### config.mk
export PLATFORM = sky130hd
export DESIGN_NAME = deser_arbiter
export DESIGN_NICKNAME = d
export VERILOG_FILES = /design/src/rtl/deser_arb_pkg.sv /design/src/rtl/deser_shift_core.sv /design/src/rtl/deser_arbiter.sv
export SDC_FILE = /design/constraint.sdc
export NUM_CORES = 1
export LEC_CHECK = 0
export CAP_MARGIN = 5
export CORE_UTILIZATION = 45
export DETAILED_ROUTE_END_ITERATION = 6
export HOLD_SLACK_MARGIN = 0.05
export PLACE_DENSITY = 0.74
export SETUP_SLACK_MARGIN = 0.2
export SLEW_MARGIN = 30
export SYNTH_ARGS = -nofsm -noshare
export SYNTH_HDL_FRONTEND = slang
export SYNTH_SLANG_ARGS = --single-unit
### constraint.sdc
create_clock -name clk_i -period 1.86 [get_ports clk_i]
set_input_delay 0.186 -clock clk_i [delete_from_list [all_inputs] [get_ports clk_i]]
set_output_delay 0.186 -clock clk_i [all_outputs]
set_load 0.005 [all_outputs]
### src/rtl/deser_arb_pkg.sv
// rtl/deser_arb_pkg.sv - shared FSM state type and default sizing for the deserializing arbiter
package deser_arb_pkg;

  localparam int DEF_N_SRC  = 4;
  localparam int DEF_WORD_W = 16;

  typedef enum logic {
    IDLE    = 1'b0,
    COLLECT = 1'b1
  } state_t;

endpackage

### src/rtl/deser_shift_core.sv
// rtl/deser_shift_core.sv - MSB-first shift register with accepted-bit counter
module deser_shift_core
  import deser_arb_pkg::*;
#(
  parameter int WORD_W = DEF_WORD_W
) (
  input  logic              clk,
  input  logic              reset,
  input  logic              clear,
  input  logic              data_bit,
  input  logic              bit_val,
  output logic [WORD_W-1:0] word,
  output logic              word_done
);

  localparam int CNT_W = $clog2(WORD_W);

  // Only WORD_W-1 bits are stored; the final bit is taken straight from the
  // input so the completed word is available on the edge that accepts it.
  logic [WORD_W-2:0] shreg;
  logic [CNT_W-1:0]  cnt;

  assign word      = {shreg, data_bit};
  assign word_done = bit_val && (cnt == CNT_W'(WORD_W - 1));

  // Shift in each accepted bit at the LSB; restart counting after a full word.
  always_ff @(posedge clk) begin
    if (reset || clear) begin
      shreg <= '0;
      cnt   <= '0;
    end else if (bit_val) begin
      shreg <= word[WORD_W-2:0];
      cnt   <= word_done ? '0 : cnt + 1'b1;
    end
  end

endmodule

### src/rtl/deser_arbiter.sv
// rtl/deser_arbiter.sv - round-robin arbiter that deserializes one word from the granted source
module deser_arbiter
  import deser_arb_pkg::*;
#(
  parameter int N_SRC  = DEF_N_SRC,
  parameter int WORD_W = DEF_WORD_W
) (
  input  logic                     clk_i,
  input  logic                     srst_i,
  input  logic [N_SRC-1:0]         req_i,
  input  logic [N_SRC-1:0]         data_i,
  input  logic [N_SRC-1:0]         data_val_i,
  output logic [N_SRC-1:0]         gnt_o,
  output logic [WORD_W-1:0]        deser_data_o,
  output logic                     deser_data_val_o,
  output logic [$clog2(N_SRC)-1:0] deser_src_o
);

  localparam int IDX_W = $clog2(N_SRC);
  // One extra bit so rr_ptr + offset cannot overflow before the wrap.
  localparam int PTR_W = IDX_W + 1;

  state_t            state;
  logic [IDX_W-1:0]  rr_ptr;
  logic [IDX_W-1:0]  gidx;
  logic [IDX_W-1:0]  pick;
  logic [IDX_W-1:0]  next_ptr;
  logic [PTR_W-1:0]  cand;
  logic              found;
  logic              acc_val;
  logic              abort;
  logic              core_clear;
  logic              word_done;
  logic [WORD_W-1:0] word;

  // Round-robin search: first requesting source at or after rr_ptr.
  always_comb begin
    pick  = '0;
    found = 1'b0;
    cand  = '0;
    for (int i = 0; i < N_SRC; i++) begin
      cand = PTR_W'(rr_ptr) + PTR_W'(i);
      if (cand >= PTR_W'(N_SRC)) begin
        cand = cand - PTR_W'(N_SRC);
      end
      if (!found && req_i[cand[IDX_W-1:0]]) begin
        pick  = cand[IDX_W-1:0];
        found = 1'b1;
      end
    end
  end

  // Only the granted lane is ever looked at; a withdrawn request aborts only
  // in a cycle with no accepted bit, so a final bit always completes the word.
  assign acc_val    = (state == COLLECT) && data_val_i[gidx];
  assign abort      = (state == COLLECT) && !req_i[gidx] && !data_val_i[gidx];
  assign core_clear = (state != COLLECT) || abort;
  assign next_ptr   = (gidx == IDX_W'(N_SRC - 1)) ? '0 : gidx + 1'b1;

  deser_shift_core #(
    .WORD_W (WORD_W)
  ) u_shift_core (
    .clk       (clk_i),
    .reset     (srst_i),
    .clear     (core_clear),
    .data_bit  (data_i[gidx]),
    .bit_val   (acc_val),
    .word      (word),
    .word_done (word_done)
  );

  // Grant/collect FSM with registered grant, word, source and strobe.
  always_ff @(posedge clk_i) begin
    if (srst_i) begin
      state            <= IDLE;
      gnt_o            <= '0;
      gidx             <= '0;
      rr_ptr           <= '0;
      deser_data_o     <= '0;
      deser_data_val_o <= 1'b0;
      deser_src_o      <= '0;
    end else begin
      deser_data_val_o <= 1'b0;
      case (state)
        IDLE: begin
          if (found) begin
            gidx  <= pick;
            gnt_o <= {{(N_SRC-1){1'b0}}, 1'b1} << pick;
            state <= COLLECT;
          end
        end
        COLLECT: begin
          if (word_done) begin
            deser_data_o     <= word;
            deser_data_val_o <= 1'b1;
            deser_src_o      <= gidx;
            gnt_o            <= '0;
            rr_ptr           <= next_ptr;
            state            <= IDLE;
          end else if (abort) begin
            gnt_o  <= '0;
            rr_ptr <= next_ptr;
            state  <= IDLE;
          end
        end
        default: state <= IDLE;
      endcase
    end
  end

endmodule

# Word level (Yosys, flattened, before mapping)
# Cells that the tools add are included.
dict set report classes {
  shifts 1
  reduce_logical 20
  n_addsub 9
  bitwise 1
  n_mux 39
  multipliers 0
  order_cmp 9
  div_mod_pow 0
  n_eq_ne 4
}
# cell n
set op_table {}
lappend op_table {{2-to-1 mux 2 bit} 11}
lappend op_table {{2-to-1 mux 4 bit} 4}
lappend op_table {{< comparator 2 x 3 -> 1 bit, second input constant} 5}
lappend op_table {{2-to-1 mux 1 bit} 15}
lappend op_table {{binary-select mux 1 bit (select 2 bit)} 7}
lappend op_table {{>= comparator 3 bit, second input constant} 3}
lappend op_table {{one-hot mux 4 bit (2 select lines)} 1}
lappend op_table {{AND reduction 2 bit} 4}
lappend op_table {{subtractor 2 x 1 -> 2 bit, second input constant} 4}
lappend op_table {{logical AND 1 bit} 7}
lappend op_table {{adder 2 x 2 -> 3 bit, second input constant} 2}
lappend op_table {{logical NOT 1 bit} 5}
lappend op_table {{adder 4 x 1 -> 4 bit, second input constant} 1}
lappend op_table {{equality test 4 bit, second input constant} 1}
lappend op_table {{left shift 1 x 2 -> 4 bit, first input constant} 1}
lappend op_table {{adder 2 x 1 -> 3 bit, second input constant} 1}
lappend op_table {{>= comparator 2 x 3 -> 1 bit, second input constant} 1}
lappend op_table {{!= test 3 x 1 -> 1 bit, second input constant} 1}
lappend op_table {{adder 2 x 1 -> 2 bit, second input constant} 1}
lappend op_table {{equality test 2 bit, second input constant} 1}
lappend op_table {{logical OR 1 bit} 2}
lappend op_table {{!= test 2 bit, second input constant} 1}
lappend op_table {{one-hot mux 1 bit (2 select lines)} 1}
lappend op_table {{nonzero test 2 bit} 1}
lappend op_table {{other kinds (2)} 2}
dict set report totals {
  memories 0
  mem_bits_ro 0
  output_inout_bits 23
  latch_bits 0
  input_bits 14
  wordCells 92
  ram_bits 0
  ff_bits 47
}

# Logic depth before layout (Yosys ltp)
# Gate-level depths: netlist of run 1.
dict set report logic_depth {
  depth_word 17
  ltp_mapped 8
  mapped_depth_nobuf 6
}

# Hierarchy
# From an unflattened synthesis of run 1, not the netlist that was laid out.
dict set report hier_totals {
  hier_cells 169
  hier_area_um2 1841.8
}
# module cells_per_inst instances seq_area_each_um2 area_per_inst_um2
set modules_own_cells {}
lappend modules_own_cells {deser_arbiter 97 1 560.5 1086.0}
lappend modules_own_cells {deser_shift_core 72 1 380.4 755.7}

# Least setup slack after synthesis of run 1
# No wires, ideal clock.
dict set report synth_path {
  kind {register to register}
  from {register gidx[0]}
  to {register u_shift_core.cnt[0]}
  required_ns 1.743
  arrival_time_ns 1.682
  setup_ns 0.117
  n_path_buf 2
  stages_incl_launch_ff 6
  period_less_slack_ns 1.800
  path_slack_ns 0.060
  path_cell_list {dfxtp_1 > buf_6 > mux4_2 > o21ai_1 > buf_2 > nor2_1}
}
dict set report synth_between {
  elab_chain_cells 7
  word_cells_on_any_way 13
  cone_classes {5 x mux; 8 x reduce/logical}
}
# element line_no
set synth_lines {}
lappend synth_lines {{from (decl)} deser_arbiter.sv:25} ;# logic [IDX_W-1:0] gidx;
lappend synth_lines {{from (signal assigned)} deser_arbiter.sv:87} ;# gidx <= pick;
lappend synth_lines {{binary-select mux 1 bit (select 2 bit)} deser_arbiter.sv:56} ;# assign abort = (state == COLLECT) && !req_i[gidx] && !data_val_i[gidx];
lappend synth_lines {{2-to-1 mux 1 bit (implied by the code)} deser_arbiter.sv:56}
lappend synth_lines {{logical NOT 1 bit} deser_arbiter.sv:56}
lappend synth_lines {{logical AND 1 bit (2 in a row)} deser_arbiter.sv:56}
lappend synth_lines {{logical OR 1 bit} deser_arbiter.sv:57} ;# assign core_clear = (state != COLLECT) || abort;
lappend synth_lines {{logical OR 1 bit} deser_shift_core.sv:28} ;# if (reset || clear) begin
lappend synth_lines {{to (signal assigned)} deser_shift_core.sv:33} ;# cnt <= word_done ? '0 : cnt + 1'b1;
lappend synth_lines {{to (decl)} deser_shift_core.sv:21} ;# logic [CNT_W-1:0] cnt;
# Several ways; a longest one is shown, not always the timed one. The select of a mux whose other input is x is not followed.
# A chain may end at the register's enable or synchronous reset.

# Worst setup path in the final report of run 1
dict set report layout_path {
  from {register gidx[0]}
  to {register rr_ptr[0]}
}
dict set report layout_between {
  elab_chain_cells 7
  word_cells_on_any_way 17
  cone_classes {1 x add/sub; 1 x eq/ne; 7 x mux; 8 x reduce/logical}
}
# element line_no
set layout_lines {}
lappend layout_lines {{binary-select mux 1 bit (select 2 bit)} deser_arbiter.sv:56}
lappend layout_lines {{2-to-1 mux 1 bit (implied by the code)} deser_arbiter.sv:56}
lappend layout_lines {{logical NOT 1 bit} deser_arbiter.sv:56}
lappend layout_lines {{logical AND 1 bit (2 in a row)} deser_arbiter.sv:56}
lappend layout_lines {{nonzero test 2 bit (no source line)} n/a}
lappend layout_lines {{AND reduction 2 bit (no source line)} n/a}
lappend layout_lines {{to (signal assigned)} deser_arbiter.sv:98} ;# rr_ptr <= next_ptr;
lappend layout_lines {{to (signal assigned)} deser_arbiter.sv:102} ;# rr_ptr <= next_ptr;
lappend layout_lines {{to (decl)} deser_arbiter.sv:24} ;# logic [IDX_W-1:0] rr_ptr;
# Several ways; a longest one is shown, not always the timed one. The select of a mux whose other input is x is not followed.

==> flow_metrics.py, run 1 <==
metrics = {
    "run_status": {
        "outcome": "finished clean",
    },
    "routing": {
        "vias_per_cell": 4.98,
        "ant_nets": 0,
        "first_pass_iters": 4,
        "first_iter_violations": 91,
        "drc": 0,
        "post_drt_wl_per_cell_um": 11.7,
        "vias": 1624,
        "totalWireLength_um": 3810,
    },
    "sta": {
        "setup_violations": 0,
        "finalCriticalPeriod_ns": 1.72,
        "drv_slew": 0,
        "setup_tns_ns": 0,
        "fin_crit_sh": 0.926,
        "max_freq_mhz": 581,
        "fin_skew_ns": 0.00462,
        "grt_setup_unrepaired": "yes",
        "finalHoldViolCount": 0,
        "max_slew_margin": 0.716,
        "tightestPinTransition_ns": 0.422,
    },
    "critical_path": {
        "worst-path-buf-inv": 0,
        "cp_slowest_cell": "mux4_2",
        "cp_top_family": "multiplexers",
        "critPathCaptureType": "register",
        "critPathLaunchType": "register",
        "critical_path_class": "register to register",
        "cp_cell_sequence": "mux4_2, mux2i_4, nand2_2, or3_1, a21oi_2",
        "critical_path_required_ns": 2.09,
        "crit_fanout": 4,
        "max_stage_delay_ns": 0.57,
        "cp.arrival_ns": 1.96,
    },
    "finish": {
        "fill_cells": 326,
        "multi_input_area_um2": 880,
        "num_antenna_cells": 0,
        "layout_commonest_cell": "nand2_1",
        "area_growth_pct": 37.2,
        "nNetsFinal": 293,
        "seq_area_um2": 945,
        "layout_common_cells": "nand2_1 (77), dfxtp_1 (46), a21oi_1 (44), clkdlybuf4s50_1 (36), buf_4 (17)",
        "drive_gt1_frac": 0.147,
    },
    "job": {
        "max-cap-violations": 0,
    },
    "grt": {
        "met2_usage": 0.316,
        "grt_pass1_vias": 1459,
        "grt_overflow": 0,
        "met1_usage": 0.255,
        "grt_use_met3": 0.0431,
        "grt.busiest_layer": "met2",
        "track_usage": 0.198,
        "antenna_found_initial": 0,
        "grt_pass1_wl_um": 6460,
        "grt_max_degree": 19,
    },
    "floorplanning": {
        "ios": 37,
        "fp.dieH_um": 66.2,
        "fp.dieW_um": 66.2,
        "coreArea_um2": 3800,
        "die_area_um2": 4380,
        "std_cell_rows": 22,
        "start_util": 0.487,
    },
    "place": {
        "place_congestion": 0.807,
        "dp_hpwl_um": 2660,
        "numPortBuffers": 36,
    },
    "clock_tree": {
        "cts_tree": "built",
        "clk_pin_slew_worst_paths_ns": 0.08,
        "cts_buffer_depth": 2,
        "cts_root_buf": "clkbuf_8",
        "clock-sinks": 47,
        "cts_max_level": 2,
        "clk_latency_ns": 0.30,
        "cts_buffers": 5,
    },
    "synthesis": {
        "synth_cell_types": 31,
        "yosysSeqAreaShare": 0.508,
        "synth-edff-count": 0,
        "synth_ff_type": "dfxtp_1",
        "syn_area_per_cell_um2": 8.23,
        "netlist_instances": 225,
        "yosys_warnings": 0,
        "synth_nets": 241,
        "syn_area_um2": 1850,
        "synth-seq-cells": 47,
        "async_flop_share": 0,
    },
    "power": {
        "p_total_uw": 1860,
        "power.static_leakage_uw": 0.000876,
        "power.density_nw_per_um2": 730,
        "peakVddDrop_mv": 0.526,
    },
    "min_path": {
        "hold_class": "register to register",
    },
}
[Yosys cell counts, drive strengths merged (2+ instances only)]
cell / instances / area (µm²)
a21oi: 45 / 225
buf: 8 / 46.3
clkbuf: 4 / 15.0
dfxtp: 47 / 941
ha: 2 / 25.0
inv: 2 / 7.51
mux2i: 3 / 30.0
mux4: 3 / 67.6
nand2: 79 / 299
nand2b: 2 / 12.5
nand3: 3 / 15.0
nand3b: 2 / 15.0
nor2: 7 / 28.8
o21ai: 3 / 15.0
or2: 2 / 12.5
or3: 2 / 12.5
[layer usage]
metal | up-vias | wire [µm]
li1 | 855 | -
met1 | 732 | 1870
met2 | 32 | 1740
met3 | 5 | 150
met4 | 0 | 51
met5 | - | 0
[tightest hold or removal path, delay by kind of cell, from the launching register on]
kind,cells,cell delay (ns)
compound gates,1,0.05
flops,1,0.31
simple gates,1,0.05
[power by group]
group          internal (µW)  switching [µW]  leakage [µW]  total (µW)
registers               1020            13.0      0.000380        1030
logic                    126             108      0.000455         234
clock network            263             328     0.0000412         591
[cell families (layout without fill, tap and decap cells)]
| group | Yosys count | in the layout | synth area share |
|---|---|---|---|
| fa+ha+maj | 2 | 2 | 0.0135 |
| simple gates | 104 | 104 | 0.239 |
| buf+inv | 14 | 67 | 0.0372 |
| flops | 47 | 47 | 0.508 |
| xor+xnor | 2 | 2 | 0.00946 |
| compound gates | 50 | 50 | 0.140 |
| mux | 6 | 6 | 0.0527 |
[flip-flops by register name, indices dropped and copies added (netlist names)]
register / count
deser_src_o: 2
u_shift_core.cnt: 4
gnt_o: 4
gidx: 2
state: 1
deser_data_o: 16
deser_data_val_o: 1
u_shift_core.shreg: 15
rr_ptr: 2
[stage by stage]
step | hold slack [ns] | worst slack (ns) | instances | utilization | area [µm²]
after floorplan | 0.403 | 0.0887 | 225 | - | 1880
after global placement | 0.442 | -0.101 | 316 | 0.627 | 2380
after detailed placement | 0.446 | -0.141 | 316 | 0.627 | 2380
after CTS | 0.458 | 0.114 | 325 | 0.655 | 2490
after global routing | 0.473 | 0.0327 | 326 | 0.669 | 2540
final | 0.456 | 0.138 | 326 | 0.669 | 2540
[what timing repair did]
action | 4_1_cts | 5_1_grt
gates resized for setup | 4 | 6
gates cloned | 0 | 1
setup buffers | 1 | 0
endpoints found under the setup margin | 44 | 37
endpoints found under the hold margin | 0 | 0
hold buffers | 0 | 0
pin swaps | 1 | 1
[worst paths after layout]
kind | start | endpoint | slack, ns | cells past startpoint
max reg2reg | gidx[0] | rr_ptr[0] | 0.14 | 5
min | gnt_o[3] | gnt_o[3] | 0.46 | 2
max | gidx[0] | rr_ptr[0] | 0.14 | 5
min reg2reg | gnt_o[3] | gnt_o[3] | 0.46 | 2
[final cells by class]
type	instances	share of cell area
Tap cell	48	0.0236
Clock inverter	2	0.00492
Timing Repair Buffer	57	0.222
Clock buffer	6	0.0286
Sequential cell	47	0.372
Multi-Input combinational cell	164	0.346
Inverter	2	0.00295
No activity file was read; power rests on OpenSTA's default activity.
==> inputs of run 2 (changes only) <==
--- a/config.mk
+++ b/config.mk
@@ -5,13 +5,14 @@
 export SDC_FILE = /design/constraint.sdc
 export NUM_CORES = 1
 export LEC_CHECK = 0
+export ABC_AREA = 1
 export CAP_MARGIN = 5
-export CORE_UTILIZATION = 45
+export CORE_UTILIZATION = 47
 export DETAILED_ROUTE_END_ITERATION = 6
 export HOLD_SLACK_MARGIN = 0.05
-export PLACE_DENSITY = 0.74
+export PLACE_DENSITY = 0.75
 export SETUP_SLACK_MARGIN = 0.2
-export SLEW_MARGIN = 30
+export SLEW_MARGIN = 40
 export SYNTH_ARGS = -nofsm -noshare
 export SYNTH_HDL_FRONTEND = slang
 export SYNTH_SLANG_ARGS = --single-unit
==> constraint.sdc (replaced) <==
create_clock -name clk_i -period 1.86 [get_ports clk_i]
set_input_delay 0.558 -clock clk_i [delete_from_list [all_inputs] [get_ports clk_i]]
set_output_delay 0.558 -clock clk_i [all_outputs]
set_load 0.005 [all_outputs]
==> run 2 against run 1 <==
Effect of this change: synthesized area is 18% higher; clock-buffer cell count is 1 lower; flip-flop and latch count stayed put; sequential share of layout area is 4.1 points lower; non-clock buffer count is 5 higher; maximum frequency is 10% higher; via count is 29% higher; cell count is 26% higher; setup slack better by 0.16 ns; critical path depth is 6 higher; sequential power is 9.7% higher; clock power is 0.8% higher.
==> flow_metrics.py, run 2 <==
metrics = {
    "run_status": {
        "outcome": "finished clean",
    },
    "finish": {
        "largest_reg_flops": 16,
        "nNetsFinal": 373,
        "num_antenna_cells": 0,
        "reg_top3": "deser_data_o x16, u_shift_core.shreg x15",
        "stdcell_count": 410,
        "regMostFlops": "deser_data_o",
        "area_growth_pct": 33.8,
        "layout_commonest_cell": "nand2_1",
        "drive_gt1_frac": 0.291,
        "layout_common_cells": "nand2_1 (96), nand3_1 (27), dfxtp_1 (27), a21oi_1 (26), dlygate4sd2_1 (26)",
    },
    "sta": {
        "tightestPinTransition_ns": 0.300,
        "max_freq_mhz": 640,
        "max_slew_margin": 0.800,
        "grt_setup_unrepaired": "no",
        "setup_violations": 0,
        "timing.hold.ws_ns": 0.457,
        "fin_crit_sh": 0.840,
        "finalHoldViolCount": 0,
        "fin_skew_ns": 0.00502,
        "finalCriticalPeriod_ns": 1.56,
        "drv_slew": 0,
    },
    "synthesis": {
        "synthTopCellsByArea": "dfxtp_1 (43%), nand2_1 (18%), nand3_1 (7.1%)",
        "syn_area_per_cell_um2": 7.35,
        "netlist_instances": 298,
        "synthTopCellsByCount": "nand2_1 (103), dfxtp_1 (47), nand3_1 (31)",
        "syn_area_um2": 2190,
        "synth_ff_type": "dfxtp_1",
        "synth-edff-count": 0,
        "synth.most_common_cell": "nand2_1",
        "synth-seq-cells": 47,
        "async_flop_share": 0,
        "synth_top_cell_area_share": 0.429,
        "yosysSeqAreaShare": 0.429,
        "yosysTopAreaCell": "dfxtp_1",
        "synth_cell_types": 32,
        "synth_nets": 314,
        "yosys_warnings": 0,
    },
    "grt": {
        "track_usage": 0.206,
        "grt_pass1_vias": 1910,
        "grt_max_degree": 18,
        "antenna_found_initial": 0,
        "grt_overflow": 0,
        "grt_pass1_wl_um": 8320,
    },
    "place": {
        "dp_cells": 393,
        "place_congestion": 0.814,
        "numPortBuffers": 36,
        "dp_hpwl_um": 3400,
    },
    "floorplanning": {
        "die_area_um2": 4940,
        "fp.dieH_um": 70.3,
        "fp.dieW_um": 70.3,
        "start_util": 0.496,
        "coreArea_um2": 4410,
        "std_cell_rows": 24,
        "ios": 37,
    },
    "critical_path": {
        "cp_slowest_cell": "clkdlybuf4s15_1",
        "cp_cell_sequence": "clkdlybuf4s15_1, nand2_2, nand2_4, nand2_4, nand2_4, nor2_4, nand3_2, nand2_1, nand2_2, nand3_1, a21oi_2",
        "critical_path_class": "input pin to register",
        "worst-path-buf-inv": 1,
        "cp_top_family": "simple AND/OR/NAND/NOR gates",
        "cp.depth": 11,
        "reg2reg_depth": 11,
        "critical_path_required_ns": 2.04,
        "cp.arrival_ns": 1.75,
        "critPathCaptureType": "register",
        "worst_path_most_repeated_cell": "nand2_4",
        "crit_fanout": 6,
        "critPathLaunchType": "input pin",
        "max_stage_delay_ns": 0.22,
    },
    "power": {
        "power.static_leakage_uw": 0.00139,
        "peakVddDrop_mv": 0.567,
        "power.density_nw_per_um2": 1010,
    },
    "clock_tree": {
        "cts_max_level": 2,
        "clk_latency_ns": 0.29,
        "cts_root_buf": "clkbuf_8",
        "cts-hold-fix-buffers": 0,
        "clk_pin_slew_worst_paths_ns": 0.09,
        "clock-sinks": 47,
        "cts_tree": "built",
        "cts_buffer_depth": 2,
        "cts_buffers": 5,
    },
    "routing": {
        "drc": 0,
        "first_pass_iters": 4,
        "top_layer": "met4",
        "wirelength_met1_um": 2300,
        "post_drt_wl_per_cell_um": 12.1,
        "wl_met2_um": 2400,
        "vias_per_cell": 5.10,
        "vias": 2093,
        "ant_nets": 0,
        "met3_length_um": 204,
        "first_iter_violations": 133,
        "totalWireLength_um": 4950,
    },
    "min_path": {
        "hold_class": "register to register",
        "hold_depth": 2,
    },
    "job": {
        "max-cap-violations": 0,
    },
}
run 2: cell types whose count changed after synthesis, sizes merged, moves of 3 or more:
cell   delta
nand2    +37
nand3    +30
inv      +16
a21oi    -14
o21ai    +10
nor2      +6
mux2i     -3
mux4      -3
run 2: worst paths after layout:
path | from | endpoint | slack [ns]
setup / recovery | req_i[0] | gnt_o[2] | 0.30
hold / removal | u_shift_core.shreg[8] | deser_data_o[9] | 0.46
setup reg to reg | rr_ptr[0] | gnt_o[2] | 0.32
hold reg to reg | u_shift_core.shreg[8] | deser_data_o[9] | 0.46
run 2: logic make-up after synthesis:
family / count (synthesis) / synth area share
AOI/OAI and AO/OA: 47 / 0.121
xor gates and xnor gates: 1 / 0.00400
adders and majority gates: 2 / 0.0114
buffers and inverters: 30 / 0.0634
DFF: 47 / 0.429
and+or+nand+nor: 171 / 0.371
run 2: layer usage:
layer	track usage	vias to the layer above
met4	0.0467	0
met5	0	-
li1	-	1087
met3	0.0317	4
met1	0.279	960
met2	0.345	42
run 2: final cells by class:
type	count	area [µm²]
fill	374	1480
clock inverter	3	18.8
clock buffer	5	68.8
sequential	47	968
timing repair inverter	1	7.51
multi-input combinational	221	1180
tap	52	65.1
inverter	19	76.3
timing repair buffer	62	541
run 2: worst min-delay path: cells and delay by family (launching register included):
kind          cells  cell delay [ns]
simple gates      2             0.10
flops             1             0.33
run 2: timing repair:
action	CTS	global route
cloned	1	0
gates resized for setup	56	29
pin swaps	9	10
setup endpoints to repair	66	8
setup buffers	6	2
run 2: where the power goes:
| part | total [µW] | leakage (µW) | internal (µW) | switching [µW] |
|---|---|---|---|---|
| Combinational | 1230 | 0.000955 | 486 | 747 |
| Sequential | 1130 | 0.000390 | 1080 | 57.4 |
| Clock | 596 | 0.0000483 | 265 | 331 |
| Total | 2960 | 0.00139 | 1830 | 1140 |
run 2: metrics by stage:
stage	worst slack [ns]	util	power, µW	TNS [ns]	cell area, µm²
final	0.297	0.664	2960	0	2930
after detailed placement	-0.275	0.611	2180	-6.11	2700
after floorplan	0.341	-	1890	0	2190
after global routing	0.206	0.664	3150	0	2930
after global placement	-0.211	0.611	2150	-4.31	2700
after CTS	0.174	0.642	2840	0	2840
==> inputs of run 3 (changes only) <==
==> constraint.sdc (replaced) <==
create_clock -name clk_i -period 1.4 [get_ports clk_i]
set_input_delay 0.42 -clock clk_i [delete_from_list [all_inputs] [get_ports clk_i]]
set_output_delay 0.42 -clock clk_i [all_outputs]
set_load 0.005 [all_outputs]
==> run 3 against run 2 <==
Effect of this change: the run now ends with setup timing left; global-route usage increased by 8.9 points; clock-buffer cell count unchanged; wire length increased by 79%; register-to-register slack got worse by 0.64 ns; clock skew increased by 0.0031 ns; critical endpoint is now u_shift_core.cnt[3].
==> flow_metrics.py, run 3 (synthesis gave the netlist of run 2 again) <==
metrics = {
    "run_status": {
        "outcome": "finished with violations",
        "violations": "setup timing",
    },
    "min_path": {
        "hold_class": "register to register",
        "hold_end": "deser_data_o[14]",
        "min-delay-start": "deser_data_o[14]",
        "hold_depth": 2,
    },
    "grt": {
        "track_usage": 0.295,
        "grt_max_degree": 16,
        "grt_pass1_vias": 2481,
        "antenna_found_initial": 0,
        "grt_pass1_wl_um": 11600,
        "grt_overflow": 0,
    },
    "critical_path": {
        "cp.arrival_ns": 1.93,
        "cp_slowest_cell": "dfxtp_4",
        "critPathLaunchType": "register",
        "r2r_slack_ns": -0.32,
        "reg2reg_depth": 9,
        "critical_path_required_ns": 1.61,
        "timing.rr.end": "u_shift_core.cnt[3]",
        "r2r_start": "gidx[0]",
        "critical_path_class": "register to register",
        "critPathCaptureType": "register",
        "max_stage_delay_ns": 0.39,
        "crit_fanout": 5,
        "cp_cell_sequence": "nand2_1, nand3_4, nand2_4, nor2_4, buf_6, buf_8, nand4_1, xor2_1, nor3_2",
    },
    "finish": {
        "drive_gt1_frac": 0.677,
        "area_growth_pct": 74.6,
        "fin_util": 0.866,
        "reg_top3": "deser_data_o x16, u_shift_core.shreg x15",
        "regMostFlops": "deser_data_o",
        "layout_commonest_cell": "nand2_1",
        "num_antenna_cells": 0,
        "nNetsFinal": 411,
        "largest_reg_flops": 16,
        "layout_common_cells": "nand2_1 (55), buf_4 (41), nand2_2 (33), nand2_4 (28), a21oi_2 (27)",
    },
    "floorplanning": {
        "fp.dieW_um": 70.3,
        "ios": 37,
        "std_cell_rows": 24,
        "start_util": 0.496,
        "coreArea_um2": 4410,
        "die_area_um2": 4940,
        "fp.dieH_um": 70.3,
    },
    "sta": {
        "tightestPinTransition_ns": 0.299,
        "setup_violations": 47,
        "fin_crit_sh": 1.23,
        "drv_slew": 0,
        "finalHoldViolCount": 0,
        "max_slew_margin": 0.800,
        "fin_skew_ns": 0.00808,
        "finalCriticalPeriod_ns": 1.72,
        "max_freq_mhz": 582,
        "grt_setup_unrepaired": "yes",
        "worst_slack_ns": -0.320,
    },
    "place": {
        "place_congestion": 0.809,
        "dp_hpwl_um": 3530,
        "numPortBuffers": 36,
    },
    "routing": {
        "totalWireLength_um": 8860,
        "ant_nets": 0,
        "vias": 2612,
        "vias_per_cell": 5.83,
        "first_iter_violations": 179,
        "drc": 0,
        "first_pass_iters": 5,
        "post_drt_wl_per_cell_um": 19.8,
    },
    "power": {
        "pwr-share-comb": 0.518,
        "power.static_leakage_uw": 0.00170,
        "clkPwrFrac": 0.192,
        "power.density_nw_per_um2": 1400,
        "p_switching_uw": 2190,
        "swShare": 0.410,
        "p_seq_frac": 0.291,
        "peakVddDrop_mv": 0.992,
        "p_total_uw": 5340,
        "p_int_uw": 3150,
    },
    "clock_tree": {
        "cts_buffer_depth": 2,
        "clock-sinks": 47,
        "clk_pin_slew_worst_paths_ns": 0.09,
        "clk_latency_ns": 0.31,
        "cts_root_buf": "clkbuf_8",
        "cts_tree": "built",
        "cts_max_level": 2,
        "cts_buffers": 5,
    },
    "job": {
        "max-cap-violations": 0,
    },
}
[run 3: cell types whose count changed in the layout (fill, tap and decap cells not counted), moves of 19 or more]
cell | before | now
nand3_2 | 5 | 24
a21oi_2 | 5 | 27
nand3_1 | 27 | 7
nand2_1 | 96 | 55
a21oi_1 | 26 | 4
nand2_4 | 7 | 28
nand2_2 | 13 | 33
buf_2 | 0 | 21
[run 3: power by group through the flow]
stage	sequential [µW]	combinational, µW	clock [µW]
floorplan	1510	1070	0
global placement	1540	1460	0
detailed placement	1540	1500	0
CTS	1520	2020	1000
global route	1560	2890	1080
finish	1550	2760	1020
[run 3: metrics by stage]
stage	hold slack (ns)	worst slack, ns	setup TNS, ns	cell area, µm²	cells
finish	0.455	-0.320	-8.75	3820	448
global route	0.477	-0.340	-10.15	3820	448
CTS	0.457	-0.107	-1.96	3420	437
detailed placement	0.458	-0.590	-23.02	2800	404
global placement	0.451	-0.510	-21.26	2800	404
floorplan	0.435	0.0251	0	2230	298
[run 3: area by class of cell]
type	count	area [µm²]
fillers	211	589
flip-flops and latches	47	985
multi-input cells	221	1650
clock inverters	3	43.8
repair inverters	3	40.0
inverters	19	106
clock buffers	5	68.8
repair buffers	98	868
well taps	52	65.1
[run 3: critical path, delay by kind of cell, from the launching register on]
kind                      cells  cell delay [ns]
DFF                           1             0.39
and+or+nand+nor               6             0.78
xor gates and xnor gates      1             0.19
buffers and inverters         2             0.23
[run 3: worst max path at each step]
| stage | endpoint | cells after the start | slack (ns) | from |
|---|---|---|---|---|
| 6_report | u_shift_core.cnt[3] | 9 | -0.32 | gidx[0] |
| 5_1_grt | u_shift_core.cnt[3] | 10 | -0.34 | gidx[0] |
| 4_1_cts | gidx[0] | 11 | -0.11 | rr_ptr[0] |
| 3_5_place_dp | gnt_o[0] | 10 | -0.59 | req_i[0] |
| 3_3_place_gp | gnt_o[2] | 11 | -0.51 | req_i[0] |
| 2_1_floorplan | gidx[1] | 11 | 0.03 | rr_ptr[0] |
[run 3: per-layer routing]
metal,global-route usage,vias to the layer above,share of wire
li1,-,1171,-
met1,0.345,1260,0.38
met2,0.523,137,0.51
met3,0.0491,44,0.055
met4,0.131,0,0.049
met5,0,-,0
[run 3: timing repair]
| action | CTS | global route |
|---|---|---|
| hold buffers | 0 | 0 |
| hold endpoints to repair | 0 | 0 |
| resized for setup | 234 | 77 |
| cloned | 6 | 0 |
| endpoints found under the setup margin | 70 | 54 |
| pin swaps | 40 | 42 |
| setup buffers | 19 | 11 |
